`src/rtl/secded_decoder_seq.sv`:
```
// Two-stage SECDED decoder for 72-bit codewords {check[7:0], data[63:0]}; corrects single-bit errors and flags uncorrectable ones.
// Latency 2 cycles, one word per cycle; valid/ready backpressure with in_ready = !s1 || !s2 || out_ready.
package SECDED_ECC_pkg;

    // Hsiao-style columns: the first 64 byte values of odd weight 3 or 5, so every double error has an even, unmatched syndrome.
    function automatic logic [63:0][7:0] gen_cols();
        logic [63:0][7:0] cols;
        int n;
        int w;
        cols = '0;
        n = 0;
        for (int v = 1; v < 256; v++) begin
            w = 0;
            for (int b = 0; b < 8; b++) begin
                w = w + ((v >> b) & 1);
            end
            if ((w == 3 || w == 5) && n < 64) begin
                cols[n] = 8'(v);
                n = n + 1;
            end
        end
        return cols;
    endfunction

    localparam logic [63:0][7:0] H_DATA = gen_cols();

    function automatic logic [7:0] mega_xor(input logic [63:0] d);
        logic [7:0] r;
        r = '0;
        for (int i = 0; i < 64; i++) begin
            if (d[i]) begin
                r = r ^ H_DATA[i];
            end
        end
        return r;
    endfunction

endpackage

module secded_decoder_seq #(
    parameter int CNT_W = 16
) (
    input  logic             clk,
    input  logic             rst_n,
    input  logic             in_valid,
    output logic             in_ready,
    input  logic [71:0]      in_code,
    output logic             out_valid,
    input  logic             out_ready,
    output logic [63:0]      out_data,
    output logic             out_ce,
    output logic             out_ue,
    output logic [7:0]       out_syndrome,
    output logic [CNT_W-1:0] ce_count,
    output logic [CNT_W-1:0] ue_count,
    output logic [7:0]       first_ue_syn,
    output logic             ue_seen,
    input  logic             cnt_clr
);

    logic             r_s1_vld;
    logic [71:0]      r_s1_code;
    logic [7:0]       r_s1_syn;

    logic             r_s2_vld;
    logic [63:0]      r_out_data;
    logic             r_out_ce;
    logic             r_out_ue;
    logic [7:0]       r_out_syn;

    logic [CNT_W-1:0] r_ce_cnt;
    logic [CNT_W-1:0] r_ue_cnt;
    logic [7:0]       r_first_syn;
    logic             r_ue_seen;

    logic [7:0]       w_in_syn;
    logic             w_s2_load;
    logic             w_out_hs;
    logic [63:0]      w_flip;
    logic             w_chk_hit;
    logic             w_syn_nz;
    logic             w_ce;
    logic             w_ue;
    logic [63:0]      w_dec_data;

    assign in_ready  = !r_s1_vld || !r_s2_vld || out_ready;
    assign w_s2_load = r_s1_vld && (!r_s2_vld || out_ready);
    assign w_out_hs  = r_s2_vld && out_ready;
    assign w_in_syn  = SECDED_ECC_pkg::mega_xor(in_code[63:0]) ^ in_code[71:64];

    // in_ready implies stage 1 either empties or moves forward this cycle, so it may be overwritten.
    always_ff @(posedge clk or negedge rst_n) begin
        if (!rst_n) begin
            r_s1_vld  <= 1'b0;
            r_s1_code <= '0;
            r_s1_syn  <= '0;
        end else if (in_ready) begin
            r_s1_vld <= in_valid;
            if (in_valid) begin
                r_s1_code <= in_code;
                r_s1_syn  <= w_in_syn;
            end
        end
    end

    genvar gi;
    generate
        for (gi = 0; gi < 64; gi++) begin : g_col
            localparam logic [7:0] COL = SECDED_ECC_pkg::mega_xor(64'd1 << gi);
            assign w_flip[gi] = (r_s1_syn == COL);
        end
    endgenerate

    assign w_syn_nz   = (r_s1_syn != 8'd0);
    assign w_chk_hit  = w_syn_nz && ((r_s1_syn & (r_s1_syn - 8'd1)) == 8'd0);
    assign w_ce       = (|w_flip) || w_chk_hit;
    assign w_ue       = w_syn_nz && !w_ce;
    assign w_dec_data = r_s1_code[63:0] ^ w_flip;

    always_ff @(posedge clk or negedge rst_n) begin
        if (!rst_n) begin
            r_s2_vld   <= 1'b0;
            r_out_data <= '0;
            r_out_ce   <= 1'b0;
            r_out_ue   <= 1'b0;
            r_out_syn  <= '0;
        end else if (w_s2_load) begin
            r_s2_vld   <= 1'b1;
            r_out_data <= w_dec_data;
            r_out_ce   <= w_ce;
            r_out_ue   <= w_ue;
            r_out_syn  <= r_s1_syn;
        end else if (out_ready) begin
            r_s2_vld <= 1'b0;
        end
    end

    // Clear wins over a coincident delivered word; that word is not counted.
    always_ff @(posedge clk or negedge rst_n) begin
        if (!rst_n) begin
            r_ce_cnt    <= '0;
            r_ue_cnt    <= '0;
            r_first_syn <= '0;
            r_ue_seen   <= 1'b0;
        end else if (cnt_clr) begin
            r_ce_cnt    <= '0;
            r_ue_cnt    <= '0;
            r_first_syn <= '0;
            r_ue_seen   <= 1'b0;
        end else if (w_out_hs) begin
            if (r_out_ce && (r_ce_cnt != '1)) begin
                r_ce_cnt <= r_ce_cnt + 1'b1;
            end
            if (r_out_ue && (r_ue_cnt != '1)) begin
                r_ue_cnt <= r_ue_cnt + 1'b1;
            end
            if (r_out_ue && !r_ue_seen) begin
                r_ue_seen   <= 1'b1;
                r_first_syn <= r_out_syn;
            end
        end
    end

    assign out_valid    = r_s2_vld;
    assign out_data     = r_out_data;
    assign out_ce       = r_out_ce;
    assign out_ue       = r_out_ue;
    assign out_syndrome = r_out_syn;
    assign ce_count     = r_ce_cnt;
    assign ue_count     = r_ue_cnt;
    assign first_ue_syn = r_first_syn;
    assign ue_seen      = r_ue_seen;

endmodule

```
`config.mk`:
```
export PLATFORM = sky130hd
export DESIGN_NAME = secded_decoder_seq
export DESIGN_NICKNAME = d
export VERILOG_FILES = /design/src/rtl/secded_decoder_seq.sv
export SDC_FILE = /design/constraint.sdc
export NUM_CORES = 1
export LEC_CHECK = 0
export CORE_MARGIN = 8
export CORE_UTILIZATION = 53
export DETAILED_ROUTE_END_ITERATION = 7
export GPL_ROUTABILITY_DRIVEN = 0
export PLACE_DENSITY = 0.81
export SLEW_MARGIN = 25
export SYNTH_ARGS = -nofsm -noshare
export SYNTH_HDL_FRONTEND = slang
export SYNTH_SLANG_ARGS = --single-unit
```
`constraint.sdc`:
```
create_clock -name clk -period 2.8 [get_ports clk]
set_clock_uncertainty 0.15 [all_clocks]
set_input_delay 0.56 -clock clk [delete_from_list [all_inputs] [get_ports clk]]
set_output_delay 0.56 -clock clk [all_outputs]
set_load 0.02 [all_outputs]
```
# After elaboration in Yosys (flattened, before gate mapping)
# Index checks and enable logic that the tools add are counted.
# totals
register_bits,189
inputBits,77
output_inout_bits,117
word_cells,252
# classes
n_addsub,3
n_eq_ne,66
mux,78
n_bitwise,66
n_reduce_logical,27
# ops
op,n
$eq A8 B7 Y1 const B,30
$mux W7,30
$not A3 Y3,41
$eq A8 B6 Y1 const B,15
$not A5 Y5,22
$mux W16,6
$mux W6,15
$mux W8,11
$eq A8 B8 Y1 const B,8
$reduce_or A64 Y1,1
$xor A64 B64 Y64,1
$eq A8 B5 Y1 const B,7
$mux W5,7
$add A16 B1 Y16 const B,2
$ne A16 B16 Y1 const B,2
$eq A8 B4 Y1 const B,3
$mux W4,3
$reduce_bool A2 Y1,5
$and A8 B8 Y8,1
$eq A8 B3 Y1 const B,1
$logic_not A8 Y1,1
$reduce_and A2 Y1,4
$reduce_bool A8 Y1,1
$sub A8 B1 Y8 const B,1
6 further kinds,22

# Depth between registers and ports, before layout
# logic_depth
ltp_word,128
mapped_depth,9
ltp_nobuf,7

# Worst setup path before layout
# OpenSTA, ideal clock, no wires.
# synth_path
kind,reg2reg
startpoint,register r_ce_cnt[0] (netlist: ce_count[0])
endpoint,register r_ce_cnt[15] (netlist: ce_count[15])
setup_time_ps,132
arrival_time_ps,1928
required_ps,2518
slack_ps,590
path_stages_with_launch,9
path_buffers,1
synth_period_minus_slack_ps,2210
path_cell_list,dfrtp_1 -> ha_1 -> and4_1 -> clkbuf_1 -> nand4_1 -> o211ai_1 -> nor3_1 -> xnor2_1 -> nor2_1
# synth_via
elab_chain_cells,4
word_cells_on_any_way,8
classes_between,add/sub: 1; eq/ne: 1; mux: 3; reduce/logical: 3
# synth_rtl
element,line,source
"start, declared",71,logic [CNT_W-1:0] r_ce_cnt;
"start signal, assigned",152,r_ce_cnt <= r_ce_cnt + 1'b1;
$add A16 B1 Y16 or $ne A16 B16 Y1 (tied branches),"152, 151",
$mux W16 or $logic_and A1 B1 Y1 (tied branches),151,if (r_out_ce && (r_ce_cnt != '1)) begin
$mux W16 or $reduce_bool A2 Y1 (tied branches),n/a,
$mux W16 or $reduce_and A2 Y1 (tied branches),n/a,
# Parallel ways exist; a longest one is shown, timed or not. The select of a mux whose other input is x is not followed.
# A chain may end at the register's enable or synchronous reset.

# Final worst setup path
# layout_path
startpoint,input port out_ready
endpoint,output port in_ready
# layout_via
elab_chain_cells,1
# layout_rtl
element,line,source
"start, declared",49,"input logic out_ready,"
$logic_or A1 B1 Y1,86,assign in_ready = !r_s1_vld || !r_s2_vld || out_ready;
"end, declared",46,"output logic in_ready,"
# Every way passes these cells.

==> reports/metrics.csv <==
stage;metric;value;unit
timing;unrepaired setup endpoints after global routing;false;
finish;Layout Utilization;70.70;%
timing;Pins Over Slew Limit;0;
clocking;post-CTS setup repair buffer count;0;
die;Row Count;51;
routing;routed length per instance;20.30;um
grt;GRT Util Overall;25.68;%
worst_hold_path;worst min path class;reg -> reg;
die;die footprint;24430;um^2
synthesis;Synth Register Bits;189;
timing;Tmin final;2.696;ns
synthesis;number of warnings issued by yosys;0;
grt;global-route wire length before repair;48300;um
placed_design;Post-Place Setup Slack;-0.07743;ns
placed_design;dpl cells;1486;
setup_path;WP data arrival;1.99;ns
setup_path;most frequent CP cell;clkdlybuf4s50_1;
routing;DRT iter0 DRCs;740;
setup_path;Setup Crit Path Kind;in -> out;
timing;period utilisation layout;96.30;%
finish;antenna fix cells;0;
routing;vias;8595;
routing;final wirelength;30840;um
routing;antenna violation net count after detailed routing;0;
clocking;worst-skew pair later-pin latency;0.44;ns
flow_run;Max-Cap Viols;0;
synthesis;syn nets;1087;
grt;pin count of the biggest net entering global routing;73;
setup_path;Crit path required time;2.09;ns
setup_path;element type at the critical path end;output pin;
clocking;CTS Buf Count;17;
setup_path;delay of the slowest critical-path stage;0.64;ns
outcome;status;finished, final reports clean;
setup_path;Largest delay share family, worst path;buffers and inverters;
finish;nets;1320;
clocking;root buf cell;clkbuf_16;
synthesis;cell area after synthesis;10440;um^2
setup_path;path depth of the worst reg2reg path;7;
setup_path;type of origin of the critical path;primary input;
placed_design;buffers added on ports;193;
worst_hold_path;Hold Crit Depth;2;
timing;fmax;370.9;MHz
die;total core area;19400;um^2
clocking;CTS Sinks;189;
synthesis;Async S/R FF share, synth;100.0;%
timing;Final setup viols;0;
setup_path;Buf+Inv Stages, Crit Path;3;
synthesis;Syn Inst Count;1008;
routing;DRC;0;
power_and_ir_drop;Lkg Pwr;5.617;nW
synthesis;Post-synth EDFFs;0;
clocking;Clock Path Buffers;2;
setup_path;CP Depth;4;
routing;First-pass DRT Iterations;5;
finish;ratio of cells with drive above 1 in the final layout;14.91;%
grt;vias in the first global route;8780;
placed_design;DP HPWL;23360;um
synthesis;dominant synthesized flop cell;dfrtp_1;
routing;drt via density;5.658;
timing;final hold violation count;0;
timing;Setup WS post-layout;0.1035;ns
synthesis;Synth cell types;65;
die;Chip Height;156.3;um
setup_path;worst-path fanout max;5;
clocking;CTS tree;done;
grt;antenna violations before repair;1;
die;Starting Density;53.79;%
power_and_ir_drop;worst vdd ir;0.5977;mV
timing;Max-slew headroom;56.30;%
synthesis;sequential area share after synthesis;45.32;%
synthesis;mean post-synth cell area;10.35;um^2
timing;Slew @ Worst Pin;0.6527;ns
clocking;H-tree depth;4;
power_and_ir_drop;pwr/cell area;778.2;nW/um^2
setup_path;crit path max-delay cell type;clkdlybuf4s50_1;
die;io pins;194;
setup_path;CP cell instances;clkdlybuf4s50_1 -> buf_4 -> nand3b_1 -> clkdlybuf4s50_1;
finish;final cell count without fillers;1519;
clocking;CTS clk-pin slew, worst paths;0.07;ns
grt;GRT overflow;0;
die;die width;156.3;um
finish;synth-to-layout area growth;31.44;%
## per-stage QoR
| stage | instance area [um^2] | TNS, ns | total power [W] | hold slack (ns) |
|---|---|---|---|---|
| 2_1_floorplan | 10440 | 0 | 0.006397 | 0.1144 |
| 3_3_place_gp | 13100 | -0.003613 | 0.008051 | 0.3120 |
| 3_5_place_dp | 13100 | -0.1497 | 0.008161 | 0.3196 |
| 4_1_cts | 13710 | 0 | 0.01065 | 0.3363 |
| 5_1_grt | 13720 | 0 | 0.01120 | 0.3605 |
| 6_report | 13720 | 0 | 0.01067 | 0.3317 |
## placed cells by master, fill, tap and decap left out, types with 6 or more instances in the layout
cell type | synthesis | routed
a22o_1 | 9 | 9
xnor2_1 | 125 | 125
a21oi_1 | 14 | 14
nor3_1 | 6 | 6
nand2b_1 | 8 | 8
and4_1 | 7 | 7
nand3_1 | 25 | 25
nor2b_1 | 6 | 6
o21ai_0 | 85 | 85
nand2_1 | 143 | 141
clkdlybuf4s50_1 | 0 | 192
clkbuf_16 | 0 | 17
xor2_1 | 85 | 85
nor4bb_1 | 8 | 7
nor2_1 | 60 | 60
buf_4 | 3 | 71
mux2_2 | 64 | 64
inv_1 | 8 | 8
nand4_1 | 16 | 16
dfrtp_1 | 189 | 188
xnor3_1 | 16 | 16
## report_power, final
group          internal [W]  total (W)  switching [W]
Combinational       0.00212    0.00449        0.00237
Sequential          0.00322    0.00371       0.000490
Clock               0.00136    0.00247        0.00111
## what timing repair did
item,CTS,global route
endpoints found under the hold margin,55,0
endpoints found under the setup margin,0,1
hold buffers,1,0
resized for setup,0,2
## final timing paths
check	start	to	slack, ns
setup / recovery	out_ready	in_ready	0.10
hold / removal	out_data[42]$_DFFE_PN0P_	out_data[42]$_DFFE_PN0P_	0.33
setup reg to reg	r_s1_syn[4]$_DFFE_PN0P_	out_ue$_DFFE_PN0P_	0.21
hold reg to reg	out_data[42]$_DFFE_PN0P_	out_data[42]$_DFFE_PN0P_	0.33
max in group asynchronous	rst_n	r_s1_syn[6]$_DFFE_PN0P_	1.22
min in group asynchronous	rst_n	first_ue_syn[3]$_DFFE_PN0P_	0.53
## flip-flops by register name, indices dropped and copies added, names as in the netlist
| name | count |
|---|---|
| out_data | 64 |
| r_s1_code | 64 |
| ce_count | 16 |
| ue_count | 16 |
| first_ue_syn | 8 |
| out_syndrome | 8 |
| r_s1_syn | 8 |
| out_ce | 1 |
| out_ue | 1 |
| out_valid | 1 |
| r_s1_vld | 1 |
| ue_seen | 1 |
## cell usage after synthesis, types with 2 or more instances
cell / n / area (um^2)
a211oi_1: 2 / 15.01
a21oi_1: 14 / 70.07
a22o_1: 9 / 78.83
and2_1: 5 / 31.28
and3_1: 5 / 31.28
and4_1: 7 / 61.31
and4b_1: 2 / 20.02
buf_1: 9 / 33.78
buf_2: 12 / 60.06
buf_4: 3 / 22.52
clkbuf_1: 31 / 116.4
dfrtp_1: 189 / 4730
ha_1: 2 / 25.02
inv_1: 8 / 30.03
mux2_2: 64 / 720.7
mux2i_1: 4 / 40.04
nand2_1: 143 / 536.8
nand2b_1: 8 / 50.05
nand3_1: 25 / 125.1
nand3b_1: 2 / 15.01
nand4_1: 16 / 100.1
nand4b_1: 2 / 17.52
nor2_1: 60 / 225.2
nor2b_1: 6 / 37.54
nor3_1: 6 / 30.03
nor4_1: 3 / 18.77
nor4b_1: 3 / 26.28
nor4bb_1: 8 / 80.08
o21ai_0: 85 / 425.4
o21ai_1: 2 / 10.01
o22ai_1: 5 / 31.28
o41ai_1: 2 / 17.52
or2_2: 2 / 12.51
or3_1: 4 / 25.02
or4_1: 3 / 22.52
or4b_2: 2 / 20.02
or4bb_1: 3 / 33.78
xnor2_1: 125 / 1095
xnor3_1: 16 / 360.4
xnor3_2: 2 / 47.55
xor2_1: 85 / 744.5
## tightest hold or removal path: cells and delay by family, from the launching register on
family	cells	cell delay (ns)
compound gates	1	0.06
flops	1	0.34
simple gates	1	0.04
## layer usage
metal,part of all wire (%),vias to the layer above,global-route usage [%]
li1,-,3906,-
met1,40,4178,31.74
met2,47,415,40.96
met3,9.1,94,7.363
met4,4.0,2,11.95
met5,0.058,-,0
## cell type report
| cell class | count | area [um^2] |
|---|---|---|
| inverter | 8 | 30.03 |
| clock buffer | 18 | 439.2 |
| multi-input combinational | 755 | 5448 |
| sequential | 189 | 4731 |
| fill | 1417 | 5683 |
| timing repair buffer | 270 | 2579 |
| tap | 265 | 331.6 |
| clock inverter | 14 | 157.7 |
## cell families after synthesis
family / share of synthesized area [%]
AND/OR/NAND/NOR: 15.07
XOR/XNOR: 21.69
flip-flops: 45.32
AO/OA/AOI/OAI: 7.758
multiplexers: 7.290
buffers and inverters: 2.626
adder cells (fa/ha/maj): 0.2398
Power figures use the tool's default switching activity.
